### src/rtl/wsp_ctrl.sv
// Wrapper serial port controller: WIR shift/capture/update, WBY bypass bit,
// instruction decode fanned to every boundary cell, WBR shift counter.
module wsp_ctrl #(
    parameter int WIR_W = 3,
    parameter int CNT_W = 8
) (
    input  logic             clk,
    input  logic             arst_n,
    input  logic             select_wir,
    input  logic             shift_wr,
    input  logic             capture_wr,
    input  logic             update_wr,
    input  logic             transfer_wr,
    input  logic             wsi,
    input  logic             wbr_so,
    output logic             wso,
    output logic             shift,
    output logic             capture,
    output logic             transfer,
    output logic             update,
    output logic             mode,
    output logic             safe,
    output logic             io_face,
    output logic [WIR_W-1:0] instr,
    output logic [CNT_W-1:0] wbr_cnt,
    output logic             proto_err
);

    localparam logic [WIR_W-1:0] WS_EXTEST  = WIR_W'(1);
    localparam logic [WIR_W-1:0] WS_INTEST  = WIR_W'(2);
    localparam logic [WIR_W-1:0] WS_SAFE    = WIR_W'(3);
    localparam logic [WIR_W-1:0] WS_PRELOAD = WIR_W'(4);
    localparam logic [WIR_W-1:0] WIR_CAPTURE = WIR_W'(1);
    localparam logic [CNT_W-1:0] CNT_MAX = '1;

    logic [WIR_W-1:0] wir_sr;
    logic             wby;
    logic [2:0]       n_strobe;
    logic             legal;
    logic             wbr_sel;
    logic             wbr_act;
    logic             wby_act;

    assign n_strobe = {2'b00, shift_wr} + {2'b00, capture_wr}
                    + {2'b00, update_wr} + {2'b00, transfer_wr};
    assign legal    = (n_strobe <= 3'd1);

    // Decode is driven by the registered instr only, so a new instruction
    // reaches the cells the cycle after the update strobe.
    always_comb begin
        wbr_sel = 1'b0;
        mode    = 1'b0;
        safe    = 1'b0;
        io_face = 1'b0;
        case (instr)
            WS_EXTEST: begin
                wbr_sel = 1'b1;
                mode    = 1'b1;
                io_face = 1'b1;
            end
            WS_INTEST: begin
                wbr_sel = 1'b1;
                mode    = 1'b1;
            end
            WS_SAFE: begin
                mode = 1'b1;
                safe = 1'b1;
            end
            WS_PRELOAD: wbr_sel = 1'b1;
            default: ;
        endcase
    end

    assign wbr_act = !select_wir && wbr_sel && legal;
    assign wby_act = !select_wir && !wbr_sel && legal;

    assign shift    = wbr_act & shift_wr;
    assign capture  = wbr_act & capture_wr;
    assign update   = wbr_act & update_wr;
    assign transfer = wbr_act & transfer_wr;

    assign wso = select_wir ? wir_sr[0] : (wbr_sel ? wbr_so : wby);

    always_ff @(posedge clk or negedge arst_n) begin
        if (!arst_n) begin
            wir_sr <= '0;
            instr  <= '0;
        end else if (select_wir && legal) begin
            if (shift_wr)
                wir_sr <= {wsi, wir_sr[WIR_W-1:1]};
            else if (capture_wr)
                wir_sr <= WIR_CAPTURE;
            else if (update_wr)
                instr <= wir_sr;
        end
    end

    always_ff @(posedge clk or negedge arst_n) begin
        if (!arst_n)
            wby <= 1'b0;
        else if (wby_act) begin
            if (shift_wr)
                wby <= wsi;
            else if (capture_wr)
                wby <= 1'b0;
        end
    end

    always_ff @(posedge clk or negedge arst_n) begin
        if (!arst_n)
            wbr_cnt <= '0;
        else if (wbr_act) begin
            if (capture_wr)
                wbr_cnt <= '0;
            else if (shift_wr && wbr_cnt != CNT_MAX)
                wbr_cnt <= wbr_cnt + 1'b1;
        end
    end

    always_ff @(posedge clk or negedge arst_n) begin
        if (!arst_n)
            proto_err <= 1'b0;
        else if (!legal)
            proto_err <= 1'b1;
    end

endmodule

### config.mk
export PLATFORM = sky130hd
export DESIGN_NAME = wsp_ctrl
export DESIGN_NICKNAME = d
export VERILOG_FILES = /design/src/rtl/wsp_ctrl.sv
export SDC_FILE = /design/constraint.sdc
export NUM_CORES = 1
export LEC_CHECK = 0
export CORE_MARGIN = 10
export CORE_UTILIZATION = 46
export DETAILED_ROUTE_END_ITERATION = 8
export PLACE_DENSITY_LB_ADDON = 0.15
export SYNTH_ARGS = -nofsm -noshare
export SYNTH_HDL_FRONTEND = slang
export SYNTH_SLANG_ARGS = --single-unit
### constraint.sdc
create_clock -name clk -period 5.07 [get_ports clk]
set_input_delay 1.521 -clock clk [delete_from_list [all_inputs] [get_ports clk]]
set_output_delay 1.521 -clock clk [all_outputs]
set_load 0.02 [all_outputs]
==> metrics.txt, run 1 <==
outcome=complete, no violations; fin nets=147; input/output buffers=28; post-CTS setup buffer count=0; DP Worst Slack=-0.370 ns; Overall Global Routing Usage=11.8%; Seq/Total Area, Yosys=41.7%; first-pass GRT wire length=4090 um; Initial Utilization=48.5%; Arr. time, crit path=3.50 ns; clk_lat worst skew=0.28 ns; dpl hpwl=2040 um; Top FF cell, synth=dfrtp_1; complex-gate fraction of the synthesized area=18.5%; Synth Area in Adders=4.69%; number of buffers and inverters on the critical path=3; Critical Path End Type=primary output; CP top delay family=buffers and inverters; Clock Skew=0.00186 ns; pin count of the biggest net entering global routing=17; CP Cell Sequence=clkdlybuf4s50_1 > inv_1 > fa_1 > nand2b_1 > nand3b_1 > nor3_1 > clkdlybuf4s15_2; Synth Register Bits=16; CTS root buf=clkbuf_4; gr ovfl total=0; Hold WC Path Type=flip-flop to flip-flop; chip width=65.7 um; required time worst endpoint=3.55 ns; final hold vios=0; final worst path period share=99.1%; metal3 WL=260 um; Yosys warnings=0; final total power=0.440 mW; CP peak stage delay=0.52 ns; IR drop worst, VDD=0.000240 V; Row Count=16; Routed Wire Length=2540 um; I/O pin count=29; CTS Buf Count=3; share of layout cells above drive strength 1=20.3%; die span in y=65.7 um; Max-slew headroom=50.7%; crit path to=capture; Max Root-Sink Buffers=2; Setup-failing EPs final=0; Post-Synth XOR/XNOR Area=0.911%; vias per cell=5.58; DRT antenna net count=0; unrepaired setup endpoints after global routing=true; fill count=141; fmax=0.199 GHz; FF-to-FF setup slack=2.98 ns; clk slew on worst S/H paths=0.09 ns; CTS tree=done; DR iter-0 viols=40; Cell variety after synth=36; worst slew pin tran=0.737 ns; FF+latch area=400 um2; Final WS setup=0.0445 ns; Slew Limit Fails=0; Placer Congestion=0.840; main combinational cell family by area after synthesis=simple AND/OR/NAND/NOR gates; worst-path maximum fanout=6; crit path time final=5.03 ns; reg-to-reg critical path startpoint=wbr_cnt[0]; initial antenna violation count=0; DRC viols=0; Worst setup SP type=input port; reg2reg end=wbr_cnt[1]; multiplexer share of the synthesized area=8.07%; leak pwr=0.556 nW; Post-CTS Hold Buffers=0; Synth Area in Simple Gates=23.2%; Net Count, Synth=108; commonest non-fill, non-tap cell in the layout=clkdlybuf4s50_1; metal2 WL=1230 um; Synth async-reset ratio=100%; top sig layer=met4; Post-Synthesis Cells=96; cell depth of the worst setup path=7; CTS Sinks=16; met1 WL=1010 um; vias in the first global route=835; Max-Cap Viols=0; die area=4320 um2; core footprint=1980 um2; Avg Inst Size Synth=10.0 um2; Cell Area, Synth=961 um2; number of synthesized flops with an enable pin=0; CP max-delay cell=fa_1; crit path from=capture_wr; most frequent cells in the layout=clkdlybuf4s50_1 (24), dfrtp_1 (16), buf_4 (10); area of the multi-input gates=534 um2; critical path class=input port to primary output; CTS H-Tree Depth=1; DR vias=892; TritonRoute pass-1 iters=4; WL per Instance=15.9 um; cell area power density=325 nW/um2; area delta synth->final=41.0%; R2R depth=5; Antenna diodes=0
[cell usage after synthesis (2+ instances only)]
library cell,count,area [um2]
inv_1,4,15.0
nor3_1,3,15.0
nand3_1,4,20.0
a31oi_1,2,12.5
ha_1,2,25.0
nor2_1,7,26.3
nand2_1,7,26.3
o31ai_1,5,37.5
dfrtp_1,16,400
buf_2,2,10.0
mux2_2,6,67.6
and3_1,2,12.5
o41ai_1,5,43.8
nand2b_1,3,18.8
o21ai_0,6,30.0
and2_1,2,12.5
[routing by layer]
metal | GRT usage (%) | up-vias
met1 | 14.4 | 405
met2 | 18.0 | 45
li1 | - | 436
met5 | 0 | -
met3 | 4.92 | 6
met4 | 4.81 | 0
[cell type report]
cell class / count / area share (%)
repair buffers: 37 / 25.8
multi-input cells: 73 / 39.4
flip-flops and latches: 16 / 29.5
well taps: 27 / 2.49
inverters: 4 / 1.11
clock buffers: 3 / 1.66
[timing repair]
action / 4_1_cts / 5_1_grt
gates resized for setup: 16 / 2
pin swaps: 2 / 2
setup endpoints to repair: 4 / 4
[where the power goes]
part / total [mW] / internal, mW / switching (mW)
Sequential: 0.179 / 0.150 / 0.0285
Combinational: 0.193 / 0.0928 / 0.101
Clock: 0.0679 / 0.0276 / 0.0403
Total: 0.440 / 0.271 / 0.169
[worst register-to-register path, stage by stage, from the launching register on]
cell and delay, ns:
dfrtp_1 0.44, ha_1 0.27, nand4_1 0.25, o32ai_4 0.47, or3_1 0.22, mux2_2 0.34
[sequential cells by signal, summed over array words and instances, names as in the netlist]
register / count
wbr_cnt: 8
instr: 3
wir_sr: 3
proto_err: 1
wby: 1
[worst min path at each step]
| stage | cells past startpoint | startpoint | slack, ns | end |
|---|---|---|---|---|
| floorplan | 2 | wir_sr[0] | 0.47 | wir_sr[0] |
| global placement | 1 | proto_err | 0.45 | proto_err |
| detailed placement | 1 | proto_err | 0.48 | proto_err |
| CTS | 1 | proto_err | 0.50 | proto_err |
| global route | 1 | proto_err | 0.52 | proto_err |
| finish | 1 | proto_err | 0.50 | proto_err |
[per-stage QoR]
stage          setup TNS [ns]  utilization [%]  instances  instance area, um2  hold slack (ns)
2_1_floorplan               0                -         96                 961            0.468
3_3_place_gp            -1.06             67.0        157                1330            0.454
3_5_place_dp            -1.25             67.0        157                1330            0.484
4_1_cts                     0             68.6        160                1360            0.505
5_1_grt                -0.145             68.4        160                1360            0.521
6_report                    0             68.4        160                1360            0.502
[logic make-up after synthesis]
family	count (synthesis)
simple gates	40
compound gates	22
flops	16
fa+ha+maj	3
mux	7
xor+xnor	1
buf+inv	7
Power figures use the tool's default switching activity.
==> run 2: changes to the inputs <==
--- a/config.mk
+++ b/config.mk
@@ -5,9 +5,11 @@
 export SDC_FILE = /design/constraint.sdc
 export NUM_CORES = 1
 export LEC_CHECK = 0
-export CORE_MARGIN = 10
-export CORE_UTILIZATION = 46
+export CELL_PAD_IN_SITES_DETAIL_PLACEMENT = 0
+export CELL_PAD_IN_SITES_GLOBAL_PLACEMENT = 1
+export CORE_UTILIZATION = 34
 export DETAILED_ROUTE_END_ITERATION = 8
+export GPL_TIMING_DRIVEN = 0
 export PLACE_DENSITY_LB_ADDON = 0.15
 export SYNTH_ARGS = -nofsm -noshare
 export SYNTH_HDL_FRONTEND = slang
==> run 2 against run 1 <==
  * Fmax grew 1.1%
  * Count of clock-buffer cells in the layout increased by 1
  * Core utilization fell by 17 points
  * Combinational power barely moved
  * Power rose by 3.7%
  * Via count down 2.8%
  * Largest cell class unchanged
==> metrics.txt, run 2 (synthesis gave the netlist of run 1 again) <==
outcome=complete, no violations; core footprint=2570 um2; DRT antenna net count=0; critical path class=input port to primary output; reg-to-reg critical path startpoint=wbr_cnt[1]; DRC viols=0; cell area power density=347 nW/um2; fmax=0.201 GHz; vias in the first global route=748; setup TNS=0 ns; Int Pwr=0.285 mW; area delta synth->final=37.0%; Row Count=18; WL per Instance=14.9 um; Clock Skew=0.00311 ns; post-route cell area=1320 um2; Setup-failing EPs final=0; min-delay src=proto_err; GR Layer Usage met1=28.1%; unrepaired setup endpoints after global routing=false; dpl cell area=1270 um2; crit path time final=4.97 ns; DR vias=867; vias per cell=5.45; share of layout cells above drive strength 1=18.6%; Antenna diodes=0; first-pass GRT wire length=3660 um; clk_lat worst skew=0.29 ns; commonest non-fill, non-tap cell in the layout=clkdlybuf4s50_1; combinational group share of total power=41.9%; final hold vios=0; Worst setup SP type=input port; input/output buffers=27; Initial Utilization=37.4%; dpl hpwl=1680 um; CTS Buf Count=3; sequential share of power=38.8%; fill count=259; TritonRoute pass-1 iters=4; largest registers=wbr_cnt: 8 flops, instr: 3 flops, wir_sr: 3 flops; pin count of the biggest net entering global routing=17; CTS root buf=clkbuf_4; die span in y=55.2 um; Clk pwr share=19.3%; worst-path maximum fanout=6; worst slew pin tran=0.744 ns; Max-slew headroom=50.3%; Psw=0.172 mW; gr ovfl total=0; Overall Global Routing Usage=17.5%; switching share of power=37.6%; met3 Use GR=1.91%; initial antenna violation count=0; die area=3040 um2; Routed Wire Length=2380 um; leak pwr=0.550 nW; CTS H-Tree Depth=1; Slew Limit Fails=0; Biggest register=wbr_cnt; global routing's busiest layer=met1; Placer Congestion=0.713; Post-CTS Hold Buffers=0; final worst path period share=98.1%; IR drop worst, VDD=0.000186 V; CTS tree=done; Max Root-Sink Buffers=2; clk slew on worst S/H paths=0.10 ns; most frequent cells in the layout=clkdlybuf4s50_1 (22), dfrtp_1 (16), nor2_1 (7), nand2_1 (7); GRT met2 Usage=22.1%; worst hold slack=0.490 ns; CTS Sinks=16; fin nets=142; Arr. time, crit path=3.45 ns; Hold WC Path Type=flip-flop to flip-flop; Largest register FFs=8; required time worst endpoint=3.55 ns; I/O pin count=29; utilization after layout=51.3%; Max-Cap Viols=0; chip width=55.2 um; Critical Path End Type=primary output; final total power=0.456 mW; DR iter-0 viols=44; crit path from=transfer_wr
run 2: cell types whose count changed in the layout (fill, tap and decap cells not counted), sizes merged:
cell / delta
buf: -4
clkbuf: +3
clkdlybuf4s15: -2
clkdlybuf4s50: -2
dlygate4sd1: +1
run 2: worst max-delay path, stage by stage:
cell             delay [ns]
clkdlybuf4s50_1        0.46
inv_1                  0.06
fa_1                   0.50
nand2b_4               0.13
nand3b_1               0.21
buf_4                  0.22
nor3_1                 0.16
buf_2                  0.19
run 2: path summary, 6_finish.rpt:
| kind | end | slack (ns) | depth (start not counted) |
|---|---|---|---|
| setup / recovery | shift | 0.1 | 8 |
| hold / removal | proto_err | 0.49 | 1 |
| setup reg to reg | wbr_cnt[1] | 2.93 | 5 |
| hold reg to reg | proto_err | 0.49 | 1 |
| max in group asynchronous | wbr_cnt[7] | 2.95 | 1 |
| min in group asynchronous | proto_err | 1.66 | 1 |
run 2: routing by layer:
layer / part of all wire (%) / routed length (um)
met2: 39 / 919
met5: 0 / 0
met1: 51 / 1220
met4: 2.0 / 48
met3: 7.9 / 187
run 2: power groups by stage:
| stage | logic (mW) | registers, mW | clock network, mW |
|---|---|---|---|
| after floorplan | 0.0956 | 0.192 | 0 |
| after global placement | 0.189 | 0.178 | 0 |
| after detailed placement | 0.190 | 0.179 | 0 |
| after CTS | 0.191 | 0.177 | 0.0904 |
| after global routing | 0.206 | 0.182 | 0.0967 |
| final | 0.191 | 0.177 | 0.0880 |
run 2: area by class of cell:
type	count	area, um2	area share, %
flip-flops and latches	16	400	30.4
well taps	30	37.5	2.85
multi-input cells	73	539	41.0
repair buffers	30	278	21.1
inverters	4	15.0	1.14
clock buffers	4	36.3	2.76
plain buffers	2	10.0	0.760
run 2: repair_timing:
item | 4_1_cts | 5_1_grt
pin swaps | 0 | 1
buffers inserted | 2 | 1
endpoints found under the setup margin | 4 | 4
resized for setup | 7 | 12
hold endpoints to repair | 0 | 0
run 2: per-stage QoR:
step | setup WS [ns] | instances
final | 0.0978 | 159
after global routing | 0.00306 | 159
after CTS | 0.0123 | 158
after detailed placement | -0.833 | 153
after global placement | -0.815 | 153
after floorplan | 0.258 | 96
==> run 3: changes to the inputs <==
--- a/config.mk
+++ b/config.mk
@@ -5,6 +5,7 @@
 export SDC_FILE = /design/constraint.sdc
 export NUM_CORES = 1
 export LEC_CHECK = 0
+export CAP_MARGIN = 20
 export CELL_PAD_IN_SITES_DETAIL_PLACEMENT = 0
 export CELL_PAD_IN_SITES_GLOBAL_PLACEMENT = 1
 export CORE_UTILIZATION = 34
==> results of run 3 <==
The final DEF is identical to that of run 2; final timing and power are the same.
